`src/rtl/csa_accum_sched_pkg.sv`:
```
// Shared constants for the CSA accumulation frame scheduler.
//   ST_*          : scheduler state encodings (3-bit, legacy-compatible constants)
//   TREE_LAT_DEF  : default adder-tree latency, tree input to valid vs/vc at the CPA
package csa_accum_sched_pkg;

    localparam int ST_W = 3;

    localparam logic [ST_W-1:0] ST_IDLE  = 3'd0;
    localparam logic [ST_W-1:0] ST_CLEAR = 3'd1;
    localparam logic [ST_W-1:0] ST_RUN   = 3'd2;
    localparam logic [ST_W-1:0] ST_DRAIN = 3'd3;
    localparam logic [ST_W-1:0] ST_DONE  = 3'd4;

    localparam int TREE_LAT_DEF = 2;

endpackage

```
`src/rtl/csa_accum_sched_if.sv`:
```
// Bundle between the frame controller / target IP side and the scheduler.
//   Control  : start, frame_len, abort          (master -> slave)
//   Input    : in_valid, in_cges -> in_ready    (valid/ready handshake)
//   Tree side: cges_out, cal, clr_acc, acc_en   (slave -> master)
//   Status   : beat_cnt, busy, done             (slave -> master)
// The scheduler connects through the slave modport; the driver/observer uses master.
interface csa_accum_sched_if #(
    parameter int CGES    = 13,
    parameter int FRAME_W = 16
);
    logic               start;
    logic [FRAME_W-1:0] frame_len;
    logic               abort;
    logic               in_valid;
    logic               in_ready;
    logic [CGES-2:0]    in_cges;
    logic [CGES-2:0]    cges_out;
    logic               cal;
    logic               clr_acc;
    logic               acc_en;
    logic [FRAME_W-1:0] beat_cnt;
    logic               busy;
    logic               done;

    modport master (
        output start, frame_len, abort, in_valid, in_cges,
        input  in_ready, cges_out, cal, clr_acc, acc_en, beat_cnt, busy, done
    );

    modport slave (
        input  start, frame_len, abort, in_valid, in_cges,
        output in_ready, cges_out, cal, clr_acc, acc_en, beat_cnt, busy, done
    );
endinterface

```
`src/rtl/csa_accum_sched_valid_pipe.sv`:
```
// Issue-valid delay line: follows cal through the adder-tree latency so the
// CPA result register is enabled exactly when its vs/vc are valid.
//   clk, reset : clock, synchronous active-high reset
//   i_clr      : synchronous flush of every in-flight beat
//   i_vld      : issue valid (cal)
//   o_vld      : issue valid delayed LAT cycles (acc_en)
//   o_drained  : no beat sits behind the output stage, so after this cycle
//                the line is empty even if o_vld is still high now
module csa_accum_sched_valid_pipe #(
    parameter int LAT = 2
) (
    input  logic clk,
    input  logic reset,
    input  logic i_clr,
    input  logic i_vld,
    output logic o_vld,
    output logic o_drained
);

    logic [LAT-1:0] r_vld_pipe;

    always_ff @(posedge clk) begin
        if (reset || i_clr) begin
            r_vld_pipe <= '0;
        end else begin
            r_vld_pipe[0] <= i_vld;
            for (int i = 1; i < LAT; i++) begin
                r_vld_pipe[i] <= r_vld_pipe[i-1];
            end
        end
    end

    assign o_vld = r_vld_pipe[LAT-1];

    // Looking one stage ahead of the output lets the scheduler raise done in
    // the cycle right after the last acc_en instead of one cycle later.
    generate
        if (LAT == 1) begin : g_lat1
            assign o_drained = 1'b1;
        end else begin : g_latn
            assign o_drained = ~|r_vld_pipe[LAT-2:0];
        end
    endgenerate

endmodule

```
`src/rtl/csa_accum_sched.sv`:
```
// Frame scheduler for the CSA adder-tree -> CPA -> result-register datapath.
// Runs a length-bounded frame: clears the accumulator, pulls frame_len cges
// vectors from the target IP over valid/ready, issues one per cycle to the
// tree (cal + registered cges_out), enables the CPA result register TREE_LAT
// cycles after each issue and pulses done once the last result has landed.
//   clk, reset : clock, synchronous active-high reset
//   bus        : csa_accum_sched_if slave (control, input handshake, tree
//                outputs, status)
// Parameters: CGES inputs (vector width CGES-1), BITS accuracy (accumulator is
// $clog2(CGES)+BITS wide downstream), TREE_LAT tree latency, FRAME_W counters.
module csa_accum_sched
    import csa_accum_sched_pkg::*;
#(
    parameter int CGES     = 13,
    parameter int BITS     = 32,
    parameter int TREE_LAT = TREE_LAT_DEF,
    parameter int FRAME_W  = 16
) (
    input logic              clk,
    input logic              reset,
    csa_accum_sched_if.slave bus
);

    generate
        if (TREE_LAT < 1 || BITS < 1 || CGES < 2) begin : g_param_chk
            $error("csa_accum_sched: CGES>=2, BITS>=1 and TREE_LAT>=1 required");
        end
    endgenerate

    logic [ST_W-1:0]    r_state;
    logic [ST_W-1:0]    w_state_nxt;
    logic [FRAME_W-1:0] r_len;
    logic [FRAME_W-1:0] r_beat_cnt;
    logic [CGES-2:0]    r_cges;
    logic               r_cal;
    logic               w_in_ready;
    logic               w_accept;
    logic               w_last;
    logic               w_start_ok;
    logic               w_acc_en;
    logic               w_drained;

    // abort kills the handshake in the very cycle it is raised
    assign w_in_ready = (r_state == ST_RUN) && !bus.abort;
    assign w_accept   = w_in_ready && bus.in_valid;
    // beat_cnt < r_len while in RUN, so the increment cannot wrap
    assign w_last     = w_accept && ((r_beat_cnt + FRAME_W'(1)) == r_len);
    assign w_start_ok = (r_state == ST_IDLE) && bus.start && !bus.abort;

    always_comb begin
        w_state_nxt = r_state;
        case (r_state)
            // A zero-length frame goes through DRAIN: nothing is in flight
            // there, so done follows two cycles after start with no clear.
            ST_IDLE:  if (bus.start) w_state_nxt = (bus.frame_len == '0) ? ST_DRAIN : ST_CLEAR;
            ST_CLEAR: w_state_nxt = ST_RUN;
            ST_RUN:   if (w_last) w_state_nxt = ST_DRAIN;
            ST_DRAIN: if (!r_cal && w_drained) w_state_nxt = ST_DONE;
            ST_DONE:  w_state_nxt = ST_IDLE;
            default:  w_state_nxt = ST_IDLE;
        endcase
        if (bus.abort) w_state_nxt = ST_IDLE;
    end

    always_ff @(posedge clk) begin
        if (reset) begin
            r_state    <= ST_IDLE;
            r_len      <= '0;
            r_beat_cnt <= '0;
            r_cges     <= '0;
            r_cal      <= 1'b0;
        end else begin
            r_state <= w_state_nxt;
            r_cal   <= w_accept;
            if (w_accept) r_cges <= bus.in_cges;
            if (w_start_ok) r_len <= bus.frame_len;
            if (w_start_ok && bus.frame_len == '0) begin
                r_beat_cnt <= '0;
            end else if (r_state == ST_CLEAR && !bus.abort) begin
                r_beat_cnt <= '0;
            end else if (w_accept) begin
                r_beat_cnt <= r_beat_cnt + FRAME_W'(1);
            end
        end
    end

    csa_accum_sched_valid_pipe #(
        .LAT (TREE_LAT)
    ) u_valid_pipe (
        .clk       (clk),
        .reset     (reset),
        .i_clr     (bus.abort),
        .i_vld     (r_cal),
        .o_vld     (w_acc_en),
        .o_drained (w_drained)
    );

    assign bus.in_ready = w_in_ready;
    assign bus.cges_out = r_cges;
    assign bus.cal      = r_cal;
    assign bus.clr_acc  = (r_state == ST_CLEAR);
    assign bus.acc_en   = w_acc_en;
    assign bus.beat_cnt = r_beat_cnt;
    assign bus.busy     = (r_state != ST_IDLE);
    assign bus.done     = (r_state == ST_DONE);

endmodule

```
`src/flat_wrapper.sv`:
```
// flat-port wrapper written by rule: the top's interface ports become plain ports
module csa_accum_sched_flat import csa_accum_sched_pkg::*;
#(
    parameter int CGES     = 13,
    parameter int BITS     = 32,
    parameter int TREE_LAT = TREE_LAT_DEF,
    parameter int FRAME_W  = 16
)
  (clk, reset, bus_start, bus_frame_len, bus_abort, bus_in_valid, bus_in_cges, bus_in_ready, bus_cges_out, bus_cal, bus_clr_acc, bus_acc_en, bus_beat_cnt, bus_busy, bus_done);
  csa_accum_sched_if #(.CGES(CGES), .FRAME_W(FRAME_W)) bus_i ();
  input logic clk;
  input logic reset;
  input wire logic [$bits(bus_i.start)-1:0] bus_start;
  input wire logic [$bits(bus_i.frame_len)-1:0] bus_frame_len;
  input wire logic [$bits(bus_i.abort)-1:0] bus_abort;
  input wire logic [$bits(bus_i.in_valid)-1:0] bus_in_valid;
  input wire logic [$bits(bus_i.in_cges)-1:0] bus_in_cges;
  output wire logic [$bits(bus_i.in_ready)-1:0] bus_in_ready;
  output wire logic [$bits(bus_i.cges_out)-1:0] bus_cges_out;
  output wire logic [$bits(bus_i.cal)-1:0] bus_cal;
  output wire logic [$bits(bus_i.clr_acc)-1:0] bus_clr_acc;
  output wire logic [$bits(bus_i.acc_en)-1:0] bus_acc_en;
  output wire logic [$bits(bus_i.beat_cnt)-1:0] bus_beat_cnt;
  output wire logic [$bits(bus_i.busy)-1:0] bus_busy;
  output wire logic [$bits(bus_i.done)-1:0] bus_done;
  assign bus_i.start = bus_start;
  assign bus_i.frame_len = bus_frame_len;
  assign bus_i.abort = bus_abort;
  assign bus_i.in_valid = bus_in_valid;
  assign bus_i.in_cges = bus_in_cges;
  assign bus_in_ready = bus_i.in_ready;
  assign bus_cges_out = bus_i.cges_out;
  assign bus_cal = bus_i.cal;
  assign bus_clr_acc = bus_i.clr_acc;
  assign bus_acc_en = bus_i.acc_en;
  assign bus_beat_cnt = bus_i.beat_cnt;
  assign bus_busy = bus_i.busy;
  assign bus_done = bus_i.done;
  csa_accum_sched #(.CGES(CGES), .BITS(BITS), .TREE_LAT(TREE_LAT), .FRAME_W(FRAME_W)) u_core (.clk(clk), .reset(reset), .bus(bus_i));
endmodule
```
`config.mk`:
```
export PLATFORM = sky130hd
export DESIGN_NAME = csa_accum_sched_flat
export DESIGN_NICKNAME = d
export VERILOG_FILES = /design/src/rtl/csa_accum_sched_pkg.sv /design/src/rtl/csa_accum_sched_if.sv /design/src/rtl/csa_accum_sched_valid_pipe.sv /design/src/rtl/csa_accum_sched.sv /design/src/flat_wrapper.sv
export SDC_FILE = /design/constraint.sdc
export NUM_CORES = 1
export LEC_CHECK = 0
export ABC_AREA = 1
export CAP_MARGIN = 20
export CORE_ASPECT_RATIO = 0.75
export CORE_MARGIN = 4
export CORE_UTILIZATION = 50
export DETAILED_ROUTE_END_ITERATION = 10
export DONT_BUFFER_PORTS = 1
export PLACE_DENSITY = 0.69
export RECOVER_POWER = 50
export SYNTH_ARGS = -nofsm -noshare
export SYNTH_HDL_FRONTEND = slang
export SYNTH_SLANG_ARGS = --single-unit
```
`constraint.sdc`:
```
create_clock -name clk -period 2.5 [get_ports clk]
set_clock_uncertainty 0.05 [all_clocks]
set_input_delay 0.375 -clock clk [delete_from_list [all_inputs] [get_ports clk]]
set_output_delay 0.375 -clock clk [all_outputs]
set_load 0.05 [all_outputs]
```
==> results of run 1 <==
cell families (layout without fill, tap and decap cells):
| logic type | Yosys count | in the layout | share of synthesized area, % |
|---|---|---|---|
| fa+ha+maj | 1 | 1 | 0.476 |
| simple gates | 205 | 205 | 35.9 |
| xor+xnor | 6 | 6 | 2.57 |
| buf+inv | 62 | 82 | 9.20 |
| compound gates | 68 | 68 | 13.8 |
| flops | 50 | 50 | 38.1 |
cells in the final DEF, fill, tap and decap left out, drive strengths merged:
cell type   n
a211oi      2
xor2        3
ha          1
bufinv      1
nand2      86
nand4       9
xnor2       2
dfxtp      50
o21bai      1
xor3        1
a21oi      25
buf         8
a31oi       2
nor3        3
nor4        1
clkinvlp    2
inv        50
nor2       70
o41ai       1
or2         1
clkbuf     21
a311oi      1
nand3      27
nand3b      8
o21ai      36
per-stage QoR:
stage	cells	setup slack, ps
final	484	315
after global routing	484	119
after CTS	484	473
after detailed placement	476	491
after global placement	476	537
after floorplan	392	258
cell type report:
| class | count | area, µm² | area share, % |
|---|---|---|---|
| clock buffers | 5 | 68.8 | 2.37 |
| clock inverters | 3 | 45.0 | 1.55 |
| inverters | 50 | 188 | 6.47 |
| multi-input cells | 280 | 1390 | 47.8 |
| flip-flops and latches | 50 | 1000 | 34.5 |
| well taps | 72 | 90.1 | 3.10 |
| repair buffers | 24 | 121 | 4.18 |
worst max path at each step:
stage               slack [ps]                       to
finish                     310  u_core.bus.beat_cnt[11]
global route               120        u_core.r_state[1]
CTS                        470        u_core.r_state[0]
detailed placement         490   u_core.bus.beat_cnt[9]
global placement           540        u_core.r_state[0]
floorplan                  260        u_core.r_state[0]
worst register-to-register path: stages (launching register included):
cell	delay [ps]
dfxtp_1	370
nor2_1	150
nand2_1	120
nor3_2	210
clkbuf_2	510
inv_2	350
a211oi_1	340
power by group:
part | internal, W | switching, W | total [W]
sequential | 0.000825 | 0.0000368 | 0.000861
combinational | 0.0000551 | 0.000108 | 0.000163
clock | 0.000298 | 0.000283 | 0.000581
total | 0.00118 | 0.000428 | 0.00161
routing by layer:
| layer | up-vias | wire (µm) |
|---|---|---|
| met5 | - | 0 |
| met4 | 0 | 13 |
| met3 | 2 | 426 |
| met2 | 60 | 2810 |
| met1 | 1137 | 3070 |
| li1 | 1301 | - |
sequential cells by signal (all words and copies together), names as in the netlist:
name and flops:
u_core.bus.cal 1, u_core.r_len 16, u_core.bus.beat_cnt 16, u_core.bus.cges_out 12, u_core.u_valid_pipe.r_vld_pipe 2, u_core.r_state 3
==> impl_results.md, run 1 <==
* Outcome: finished, final reports clean
* CP max stage delay at around 500 ps
* Min-Delay Startpoint: reset
* Post-DP Area at 2850 µm²
* Die area at about 6500 µm²
* Power density cells at 553 nW/µm²
* Crit end category: flop
* Final setup viols at 0
* Post-CTS Resized at 0
* CP Launch Type: flop
* Ys Warns at 0
* Clk Latency, worst-skew pair at 300 ps
* Async SR Flop Fraction at 0%
* CORE AREA at 4980 µm²
* Synth top area share at 38.1%
* Final ANT Viol Nets at 0
* Met2 global-route usage at 32.5%
* Initial antenna violation count at 0
* Vias/cell at 5.17
* Met1 Track Usage GR at 27.0%
* Final Cell Area at just under 3000 µm²
* Min Hold Slack at 83.9 ps
* Wirelength per Cell at 13.1 µm
* R2r endpoint: u_core.bus.beat_cnt[11]
* IO Port Bufs at 0
* Count leader, synth: nand2_1
* Die width at 91.7 µm
* CTS Buf Count at 5
* CTS tree: built
* Hold Crit Class: input pin to flop
* Gr ovfl total at 0
* RSZ-0062 raised after global routing: false
* CP top delay family: buffers and inverters
* # rows at 22
* Critical Path Source: u_core.r_state[2]
* GP Congestion at 0.831
* Fmax achieved at 0.458 GHz
* Final #Nets at 445
* Io pins at 67
* Least-Margin Pin Slew at 738 ps
* Layout cells sized above 1 at between 9 and 10%
* Crit path DAT at ~2400 ps
* Yosys reg bits at 50
* Number of synthesized flops with an enable pin at 0
* Final Util at 58.3%
* Vias in the first global route at 2292
* Router iterations before antenna repair at 4
* Post-synthesis sequential area ratio at approximately two fifths
* Syn Area/Cell at approximately 6.7 µm²
* WP data required at 2660 ps
* Synth area leader: dfxtp_1
* Slew HR at 50.8%
* Initial Util at 52.7%
* Leak at around 1.2 nW
* Root buf cell: clkbuf_8
* Clk pin slew, worst setup/hold paths at ~100 ps
* Total Power at 0.00161 W
* Post-Synthesis Cells at 392
* Area delta synth->final at 10.5%
* Hold depth at 1
* Synth top area cells: dfxtp_1 (38%), nand2_1 (12%), nor2_1 (8.9%), o21ai_0 (6.9%), inv_1 (6.9%)
* DR iter-0 viols at 158
* WP buf/inv at 2
* Layer with the highest usage: met2
* FF-to-FF Start: u_core.r_state[2]
* Fin. max-slew vios at 0
* End of the worst hold path: u_core.bus.cal
* Tot GR Track Use at 19.6%
* Antenna Cells at 0
* Max clock buf depth at 2
* Crit path max-delay cell type: clkbuf_2
* Top FF cell, synth: dfxtp_1
* Die height at 70.8 µm
* Final min period at 2190 ps
* Number of remaining DRC errors at 0
* Hold-fix buffer count after cts at 0
* Final Hold Viols at 0
* Critical path depth in cells at 6
* CTS H-Tree Depth at 2
* Worst R2R Setup Slack at 310 ps
* Met3 usage at approximately 4.6%
* Clock Sinks at 50
* Setup Buffers After CTS at 0
* Setup TNS at 0 ps
* Largest net degree at the start of global routing at 30
* FILL cells at 483
* Synth cell count leaders: nand2_1 (81), nor2_1 (62), dfxtp_1 (50)
* Post-DP HPWL at 4820 µm
* MaxCap Viol Count at 0
* Final worst-path cycle share at between 80% and 90%
* Post-synth net total at about 430
* Reg2Reg Depth at 6
* Worst VDD drop at 0.495 mV
* Routed via count at 2500
* Crit path max fanout at 29
* Unique masters post-synth at 30
* First-pass GRT wire length at 10600 µm
* Critical Path, Cell by Cell: nor2_1, nand2_1, nor3_2, clkbuf_2, inv_2, a211oi_1
* Setup Crit Path Kind: flop to flop
* Total routed wirelength at around 6300 µm
* Syn Std Cell Area at 2630 µm²
Power figures use the tool's default switching activity.
==> run 2: changes to the inputs <==
--- a/config.mk
+++ b/config.mk
@@ -12,7 +12,6 @@
 export CORE_UTILIZATION = 50
 export DETAILED_ROUTE_END_ITERATION = 10
 export DONT_BUFFER_PORTS = 1
-export PLACE_DENSITY = 0.69
 export RECOVER_POWER = 50
 export SYNTH_ARGS = -nofsm -noshare
 export SYNTH_HDL_FRONTEND = slang
==> run 2 against run 1 <==
Compared with the run above: sequential share of layout area rose by 0.24 points; routed wire length rose by 4.6%; sequential cell count stayed put; core utilization decreased by 0.40 points; hold slack worse by 4.5 ps; sequential power barely moved; worst setup slack improved by 120 ps; count of clock-buffer cells in the layout unchanged; power shrank 6.5%; non-clock buffer count up 1; largest power group unchanged; highest routed layer unchanged.
==> impl_results.md, run 2 (synthesis gave the netlist of run 1 again) <==
* Crit path max-delay cell type: clkbuf_1
* Total Power at 0.00150 W
* Least-Margin Pin Slew at 740 ps
* Critical Path Most Common Cell: nand3_1
* Final Hold Viols at 0
* Final worst-path cycle share at 82.5%
* Post-CTS Resized at 0
* Slew HR at 50.7%
* Initial antenna violation count at 0
* CTS tree: built
* P_sw at 0.000422 W
* MaxCap Viol Count at 0
* Post-DP HPWL at 5140 µm
* Leak at 1.22 nW
* Clk Latency, worst-skew pair at around 300 ps
* FILL cells at 514
* Crit path max fanout at 4
* Vias in the first global route at 2338
* Area delta synth->final at 9.77%
* Vias/cell at 5.11
* CTS Buf Count at 5
* Gr ovfl total at 0
* Cell Int Power at 0.00108 W
* Final WS setup at 437 ps
* Outcome: finished, final reports clean
* IO Port Bufs at 0
* Root buf cell: clkbuf_8
* CTS H-Tree Depth at 2
* Hold Crit Class: input pin to flop
* Router iterations before antenna repair at 4
* Register area at 1000 µm²
* Final #Nets at ~450
* Crit end category: flop
* Pre-CTS WS at 515 ps
* Number of remaining DRC errors at 0
* Layout cells sized above 1 at 9.69%
* CORE AREA at between 4000 and 5000 µm²
* Sw Share at 28.1%
* Sequential fraction of design power at 57.5%
* Largest net degree at the start of global routing at 29
* Final min period at between 2000 and 2500 ps
* Final ANT Viol Nets at 0
* GP Congestion at slightly above 0.8
* Clk pwr share at 31.4%
* Combinational Power Share at 11.1%
* Worst VDD drop at 0.356 mV
* Hold-fix buffer count after cts at 0
* Clock Sinks at 50
* CP max stage delay at about 560 ps
* Power density cells at ~520 nW/µm²
* Setup Buffers After CTS at 0
* Fin. max-slew vios at 0
* Clk pin slew, worst setup/hold paths at 100 ps
* Max clock buf depth at 2
* Fmax achieved at 0.485 GHz
* RSZ-0062 raised after global routing: false
* Die area at 6490 µm²
* Area of the multi-input gates at approximately 1400 µm²
* Commonest non-fill, non-tap cell in the layout: nand2_1
* CP Launch Type: flop
* # rows at 22
* Io pins at 67
* Final setup viols at 0
* Routed via count at between 2000 and 2500
* Initial Util at 52.7%
* Total routed wirelength at 6620 µm
* Crit path DAT at 2220 ps
* Antenna Cells at 0
* Setup TNS at 0 ps
* First-pass GRT wire length at 11100 µm
* DR iter-0 viols at 130
* Wirelength per Cell at ~14 µm
* Tot GR Track Use at a little over a fifth
* Die width at 91.7 µm
* Critical Path, Cell by Cell: clkbuf_1, nand3_1, nand3b_1, nand2_1, inv_1, nand3_1, nor2_2, nand3_2, nand2_2, nand3_1, nand2_1, nor2_1
* Die height at 70.8 µm
* WP data required at 2650 ps
* Setup Crit Path Kind: flop to flop
* Most frequent cells in the layout: nand2_1 (81), nor2_1 (62), dfxtp_1 (50), inv_1 (48), o21ai_0 (36)
-- run 2: cell count changes in the layout (fill, tap and decap cells not counted) --
cell / before / now
clkinvlp_4: 2 / 1
clkbuf_1: 15 / 16
bufinv_16: 1 / 0
clkinv_2: 0 / 1
clkinv_4: 0 / 1
-- run 2: critical path, delay by kind of cell (launching register included) --
family                 cells  cell delay, ps
AND/OR/NAND/NOR           10             940
flip-flops                 1             380
buffers and inverters      2             600
-- run 2: area by class of cell --
| type | count | area share, % |
|---|---|---|
| inverter | 50 | 6.51 |
| multi-input combinational | 280 | 48.2 |
| clock buffer | 5 | 2.39 |
| clock inverter | 3 | 0.738 |
| timing repair buffer | 25 | 4.34 |
| tap | 72 | 3.13 |
| sequential | 50 | 34.7 |
-- run 2: routing by layer --
layer | GRT usage (%) | up-vias | part of all wire, %
met3 | 4.57 | 2 | 6.1
met5 | 0 | - | 0
met2 | 32.9 | 65 | 45
met1 | 30.3 | 1109 | 49
met4 | 2.68 | 0 | 0.32
li1 | - | 1303 | -
-- run 2: worst paths after layout --
path	startpoint	end	slack [ps]	depth (start not counted)
hold reg to reg	u_core.u_valid_pipe.r_vld_pipe[0]	u_core.u_valid_pipe.r_vld_pipe[1]	390	2
setup / recovery	u_core.bus.beat_cnt[8]	u_core.r_state[0]	440	12
setup reg to reg	u_core.bus.beat_cnt[8]	u_core.r_state[0]	440	12
hold / removal	reset	u_core.bus.cal	80	1
-- run 2: power by group through the flow --
stage          registers [W]  logic, W  clock network [W]
2_1_floorplan       0.000882  0.000125                  0
3_3_place_gp        0.000881  0.000168                  0
3_5_place_dp        0.000882  0.000169                  0
4_1_cts             0.000863  0.000170           0.000489
5_1_grt             0.000867  0.000189           0.000522
6_report            0.000863  0.000166           0.000472
-- run 2: metrics by stage --
| stage | util [%] | hold WS (ps) | std cells | cell area [µm²] |
|---|---|---|---|---|
| 3_5_place_dp | 57.3 | 376 | 477 | 2860 |
| 5_1_grt | 57.9 | 71.4 | 485 | 2880 |
| 3_3_place_gp | 57.3 | 370 | 477 | 2860 |
| 2_1_floorplan | - | 355 | 392 | 2630 |
| 4_1_cts | 59.1 | 75.6 | 485 | 2950 |
| 6_report | 57.9 | 79.3 | 485 | 2880 |
